$ cat config.mk
export PLATFORM = sky130hd
export DESIGN_NAME = acc_cpu_core
export DESIGN_NICKNAME = d
export VERILOG_FILES = /design/src/rtl/acc_cpu_pkg.sv /design/src/rtl/acc_cpu_alu.sv /design/src/rtl/acc_cpu_core.sv
export SDC_FILE = /design/constraint.sdc
export NUM_CORES = 1
export LEC_CHECK = 0
export CAP_MARGIN = 20
export CORE_AREA = 2 2 137 139
export DETAILED_ROUTE_END_ITERATION = 8
export DIE_AREA = 0 0 139 141
export GPL_TIMING_DRIVEN = 0
export PLACE_DENSITY = 0.73
export SLEW_MARGIN = 25
export SYNTH_ARGS = -nofsm -noshare
export SYNTH_HDL_FRONTEND = slang
export SYNTH_HIERARCHICAL = 1
export SYNTH_SLANG_ARGS = --single-unit
$ cat constraint.sdc
create_clock -name clk -period 4.35 [get_ports clk]
set_input_delay 0.6525 -clock clk [delete_from_list [all_inputs] [get_ports clk]]
set_output_delay 0.6525 -clock clk [all_outputs]
set_load 0.02 [all_outputs]
$ cat src/rtl/acc_cpu_pkg.sv
// acc_cpu_pkg: shared opcode/state types and opcode classification helpers
package acc_cpu_pkg;
  localparam int OPC_W = 4;
  typedef enum logic [OPC_W-1:0] {
    OP_ADD    = 4'h0,
    OP_AND    = 4'h1,
    OP_XOR    = 4'h2,
    OP_OR     = 4'h3,
    OP_SL     = 4'h4,
    OP_SR     = 4'h5,
    OP_LOAD   = 4'h6,
    OP_IMM    = 4'h7,
    OP_JZ     = 4'h8,
    OP_STORE  = 4'h9,
    OP_SETOFF = 4'hA,
    OP_PUSH   = 4'hB,
    OP_POP    = 4'hC,
    OP_JMP    = 4'hD,
    OP_NOP    = 4'hE,
    OP_HALT   = 4'hF
  } opcode_e;
  typedef enum logic [1:0] {S_FETCH, S_EXEC, S_MEM, S_HALT} state_e;
  function automatic logic is_mem_op(opcode_e op);
    return op inside {OP_ADD, OP_AND, OP_XOR, OP_OR, OP_LOAD, OP_STORE, OP_PUSH, OP_POP};
  endfunction
  function automatic logic is_write_op(opcode_e op);
    return op inside {OP_STORE, OP_PUSH};
  endfunction
endpackage

$ cat src/rtl/acc_cpu_alu.sv
// acc_cpu_alu: combinational accumulator update for arithmetic, logic, shift and load ops
module acc_cpu_alu
  import acc_cpu_pkg::*;
#(
  parameter int N = 16
) (
  input  logic [N-1:0] acc,
  input  logic [N-1:0] operand,
  input  opcode_e      opcode,
  output logic [N-1:0] result
);
  localparam int SW = $clog2(N);
  logic [SW-1:0] sh;
  assign sh = operand[SW-1:0];
  // new accumulator value; ops that do not touch acc pass it through
  always_comb begin
    result = acc;
    case (opcode)
      OP_ADD:                 result = acc + operand;
      OP_AND:                 result = acc & operand;
      OP_XOR:                 result = acc ^ operand;
      OP_OR:                  result = acc | operand;
      OP_SL:                  result = acc << sh;
      OP_SR:                  result = acc >> sh;
      OP_LOAD, OP_IMM, OP_POP: result = operand;
      default:                result = acc;
    endcase
  end
endmodule

$ cat src/rtl/acc_cpu_core.sv
// acc_cpu_core: multi-cycle accumulator CPU with req/ready instruction and data memories
module acc_cpu_core
  import acc_cpu_pkg::*;
#(
  parameter int          N       = 16,
  parameter int unsigned SP_INIT = 'hFFFF
) (
  input  logic         clk,
  input  logic         rst_n,
  output logic         imem_req,
  output logic [N-1:0] imem_addr,
  input  logic         imem_ready,
  input  logic [N-1:0] imem_rdata,
  output logic         dmem_req,
  output logic         dmem_we,
  output logic [N-1:0] dmem_addr,
  output logic [N-1:0] dmem_wdata,
  input  logic         dmem_ready,
  input  logic [N-1:0] dmem_rdata,
  output logic [N-1:0] acc_o,
  output logic [N-1:0] pc_o,
  output logic         halted
);
  localparam logic [N-1:0] SP_RST = N'(SP_INIT);
  state_e state_q, state_d;
  logic [N-1:0] acc_q, acc_d, off_q, off_d, sp_q, sp_d, pc_q, pc_d, instr_q, instr_d;
  logic [N-1:0] opnd, ea, alu_opnd, alu_res;
  opcode_e op;
  logic jump;
  assign op       = opcode_e'(instr_q[N-1:N-OPC_W]);
  assign opnd     = {{OPC_W{1'b0}}, instr_q[N-OPC_W-1:0]};
  assign ea       = opnd + off_q;
  assign alu_opnd = state_q == S_MEM ? dmem_rdata : opnd;
  assign jump     = op == OP_JMP || (op == OP_JZ && acc_q == '0);
  acc_cpu_alu #(.N(N)) u_alu (
    .acc    (acc_q),
    .operand(alu_opnd),
    .opcode (op),
    .result (alu_res)
  );
  // fetch request is gated by rst_n so it falls the moment reset is asserted
  assign imem_req   = rst_n && state_q == S_FETCH;
  assign imem_addr  = pc_q;
  assign dmem_req   = state_q == S_MEM;
  assign dmem_we    = dmem_req && is_write_op(op);
  assign dmem_addr  = op == OP_PUSH ? sp_q - N'(1) : op == OP_POP ? sp_q : ea;
  assign dmem_wdata = acc_q;
  assign acc_o      = acc_q;
  assign pc_o       = pc_q;
  assign halted     = state_q == S_HALT;
  // next-state: fetch latches instr and bumps pc, exec retires register ops, mem commits on ready
  always_comb begin
    state_d = state_q;
    acc_d   = acc_q;
    off_d   = off_q;
    sp_d    = sp_q;
    pc_d    = pc_q;
    instr_d = instr_q;
    case (state_q)
      S_FETCH: if (imem_ready) begin
        instr_d = imem_rdata;
        pc_d    = pc_q + N'(1);
        state_d = S_EXEC;
      end
      S_EXEC: begin
        state_d = is_mem_op(op) ? S_MEM : op == OP_HALT ? S_HALT : S_FETCH;
        acc_d   = op inside {OP_SL, OP_SR, OP_IMM} ? alu_res : acc_q;
        off_d   = op == OP_SETOFF ? acc_q : off_q;
        pc_d    = jump ? opnd : pc_q;
      end
      S_MEM: if (dmem_ready) begin
        state_d = S_FETCH;
        acc_d   = is_write_op(op) ? acc_q : alu_res;
        sp_d    = op == OP_PUSH ? sp_q - N'(1) : op == OP_POP ? sp_q + N'(1) : sp_q;
      end
      default: ;
    endcase
  end
  // architectural state registers
  always_ff @(posedge clk or negedge rst_n) begin
    if (!rst_n) begin
      state_q <= S_FETCH;
      acc_q   <= '0;
      off_q   <= '0;
      sp_q    <= SP_RST;
      pc_q    <= '0;
      instr_q <= '0;
    end else begin
      state_q <= state_d;
      acc_q   <= acc_d;
      off_q   <= off_d;
      sp_q    <= sp_d;
      pc_q    <= pc_d;
      instr_q <= instr_d;
    end
  end
endmodule

==> impl_metrics.env <==
export IMPL_status="complete, no violations"
export IMPL_synth_edf_count=0
export IMPL_synth_top_area_cell="dfrtp_1"
export IMPL_worstSetupStartpoint="state_q[0]$_DFFE_PN0P_"
export IMPL_drive_above_1_share_pct=16.18
export IMPL_ys_async_sr_fraction_pct=100.0
export IMPL_cts_hold_buf=0
export IMPL_fmax_mhz=240.5
export IMPL_clock_sinks=82
export IMPL_fin_crit_ns=4.158
export IMPL_htreeDepth=3
export IMPL_first_global_vias=8645
export IMPL_syn2layout_area_growth_pct=21.06
export IMPL_syn_area_per_cell_um2=8.129
export IMPL_reg2reg_setup_slack_ns=0.19
export IMPL_setup_violations_final=0
export IMPL_post_cts_setup_buffers=0
export IMPL_core_mm2=0.01827
export IMPL_cp_endpoint="acc_o[15]$_DFFE_PN0P_"
export IMPL_grt_max_degree=57
export IMPL_slew_headroom_pct=36.53
export IMPL_hold_violations=0
export IMPL_place_congestion=1.024
export IMPL_synth_top_area_share_pct=18.66
export IMPL_maxCapViolations=0
export IMPL_grt_first_pass_wirelength_mm=48.04
export IMPL_synthTopCellsByArea="dfrtp_1 (19%), mux2_2 (8.8%), ha_1 (7.3%)"
export IMPL_ys_top_cells_by_count="a21oi_1 (97), nand2_1 (97), nor2_1 (83), mux2_2 (69), dfrtp_1 (66)"
export IMPL_path_class="reg2reg"
export IMPL_worst_path_max_fanout=10
export IMPL_routedWlPerCell_um=21.64
export IMPL_fin_util_pct=58.66
export IMPL_reg2regPathDepth=16
export IMPL_maxSlewViolCount=0
export IMPL_rows=50
export IMPL_dp_hpwl_mm=23.12
export IMPL_hold_class="in2async"
export IMPL_antenna_cells=0
export IMPL_drc=0
export IMPL_synth_cell_types=88
export IMPL_clock_latency_ns=0.35
export IMPL_grt_overflow=0
export IMPL_cp_required_ns=4.59
export IMPL_syn_nets=1179
export IMPL_ant_nets=0
export IMPL_drt_total_wl_mm=31.55
export IMPL_clockBufferDepth=2
export IMPL_ios=120
export IMPL_clk_pin_slew_ns=0.07
export IMPL_final_period_utilization_pct=95.59
export IMPL_synthCells=1089
export IMPL_clk_root_buffer_cell="clkbuf_16"
export IMPL_num_vias=9386
export IMPL_skew_ns=0.01142
export IMPL_io_buffers=119
export IMPL_die_h_um=141
export IMPL_drt_iter0_markers=1078
export IMPL_antenna_found_initial=0
export IMPL_cts_tree="built"
export IMPL_worstReg2RegStart="state_q[0]$_DFFE_PN0P_"
export IMPL_worst_pin_slew_ns=0.9442
export IMPL_synth_seq_cells=82
export IMPL_critPathLaunchType="flip-flop"
export IMPL_track_usage_pct=31.16
export IMPL_dr_pass1_iters=6
export IMPL_multi_input_area_mm2=0.006020
export IMPL_crit_arrival_ns=4.40
export IMPL_netlist_area_mm2=0.008852
export IMPL_ys_warn_count=6
export IMPL_seq_area_frac_synth_pct=23.41
export IMPL_nFillCells=1707
export IMPL_regArea_mm2=0.002072
export IMPL_finish_net_count=1309
export IMPL_timing_rr_end="acc_o[15]$_DFFE_PN0P_"
export IMPL_cts_buffers=9
export IMPL_die_area_mm2=0.01960
export IMPL_synthFlopType="dfrtp_1"
export IMPL_critPathCaptureType="flip-flop"
export IMPL_start_util_pct=48.46
export IMPL_die_x_um=139
export IMPL_rsz0062_at_grt="false"
export IMPL_routed_via_density=6.438
==> critical path, cell delays in order (launching register included) <==
cell      delay (ns)
dfrtp_1         0.40
inv_1           0.12
ha_1            0.27
buf_4           0.24
clkbuf_4        0.27
nand2_1         0.07
o21ai_1         0.15
buf_4           0.25
inv_2           0.16
ha_1            0.39
o211ai_2        0.11
o211a_1         0.27
o31a_1          0.30
o41ai_2         0.45
xnor2_1         0.19
o22ai_1         0.11
mux2_2          0.28
==> placed cells by master (no fill, tap or decap), drive strengths merged, types with 10 or more instances in the layout <==
cell type and instances:
nand3 34, dfrtp 66, o221ai 10, dfstp 16
nand2b 11, a211oi 17, nand4 12, nor3 17
buf 77, xor2 15, o21ai 58, and2 12
nor4 24, and3 10, xnor2 22, o22ai 23
nand2 98, mux2i 33, clkdlybuf4s50 118, a21oi 97
mux2 70, clkbuf 39, ha 52, o211ai 14
inv 52, nor2 83
==> kinds of logic (layout without fill, tap and decap cells) <==
family | after synthesis | count (layout) | share of synthesized area (%)
adder cells (fa/ha/maj) | 54 | 54 | 7.802
XOR/XNOR | 37 | 37 | 3.661
buffers and inverters | 158 | 293 | 8.862
multiplexers | 109 | 109 | 14.20
AND/OR/NAND/NOR | 340 | 340 | 19.42
flip-flops | 82 | 82 | 23.41
AO/OA/AOI/OAI | 309 | 309 | 22.64
==> stage by stage <==
step	setup slack, ns	hold WS, ns	instance area, um2	setup TNS, ns	std cells
2_1_floorplan	0.4460	0.3569	8852	0	1089
3_3_place_gp	-1.285	0.4907	10340	-39.19	1442
3_5_place_dp	-0.4917	0.5025	10370	-3.087	1443
4_1_cts	0.04651	0.1805	10690	0	1458
5_1_grt	0.02473	0.2057	10720	0	1458
6_report	0.1916	0.1854	10720	0	1458
==> final cells by class <==
| class | instances | area share (%) |
|---|---|---|
| clock buffers | 10 | 2.137 |
| clock inverters | 6 | 0.8523 |
| plain buffers | 104 | 5.522 |
| multi-input cells | 849 | 56.17 |
| repair buffers | 120 | 11.38 |
| inverters | 53 | 1.868 |
| well taps | 234 | 2.732 |
| flip-flops and latches | 82 | 19.33 |
==> repair_timing <==
item | CTS | global route
gates resized for setup | 4 | 8
endpoints found under the setup margin | 12 | 7
pin swaps | 0 | 0
hold endpoints to repair | 0 | 0
==> per-layer routing <==
metal	track usage (%)	share of wire [%]
met1	40.95	41
met2	49.88	44
met3	4.178	8.4
met4	17.12	6.1
met5	0	0
==> sequential cells by signal, summed over array words and instances, names as in the netlist <==
name / flops
imem_addr: 16
instr_q: 16
acc_o: 16
sp_q: 16
off_q: 16
state_q: 2
==> worst min-delay path by stage <==
stage | start | endpoint | slack [ns] | depth (start not counted)
after floorplan | rst_n | acc_o[0]$_DFFE_PN0P_ | 0.36 | 0
after global placement | sp_q[15]$_DFFE_PN1P_ | sp_q[15]$_DFFE_PN1P_ | 0.49 | 1
after detailed placement | sp_q[15]$_DFFE_PN1P_ | sp_q[15]$_DFFE_PN1P_ | 0.50 | 1
after CTS | rst_n | acc_o[6]$_DFFE_PN0P_ | 0.18 | 1
after global routing | rst_n | acc_o[4]$_DFFE_PN0P_ | 0.21 | 1
final | rst_n | off_q[5]$_DFFE_PN0P_ | 0.19 | 1
Power is left out: the tool's default activity adds up to more than one toggle a clock period on the data nets, which glitch-free logic cannot reach.
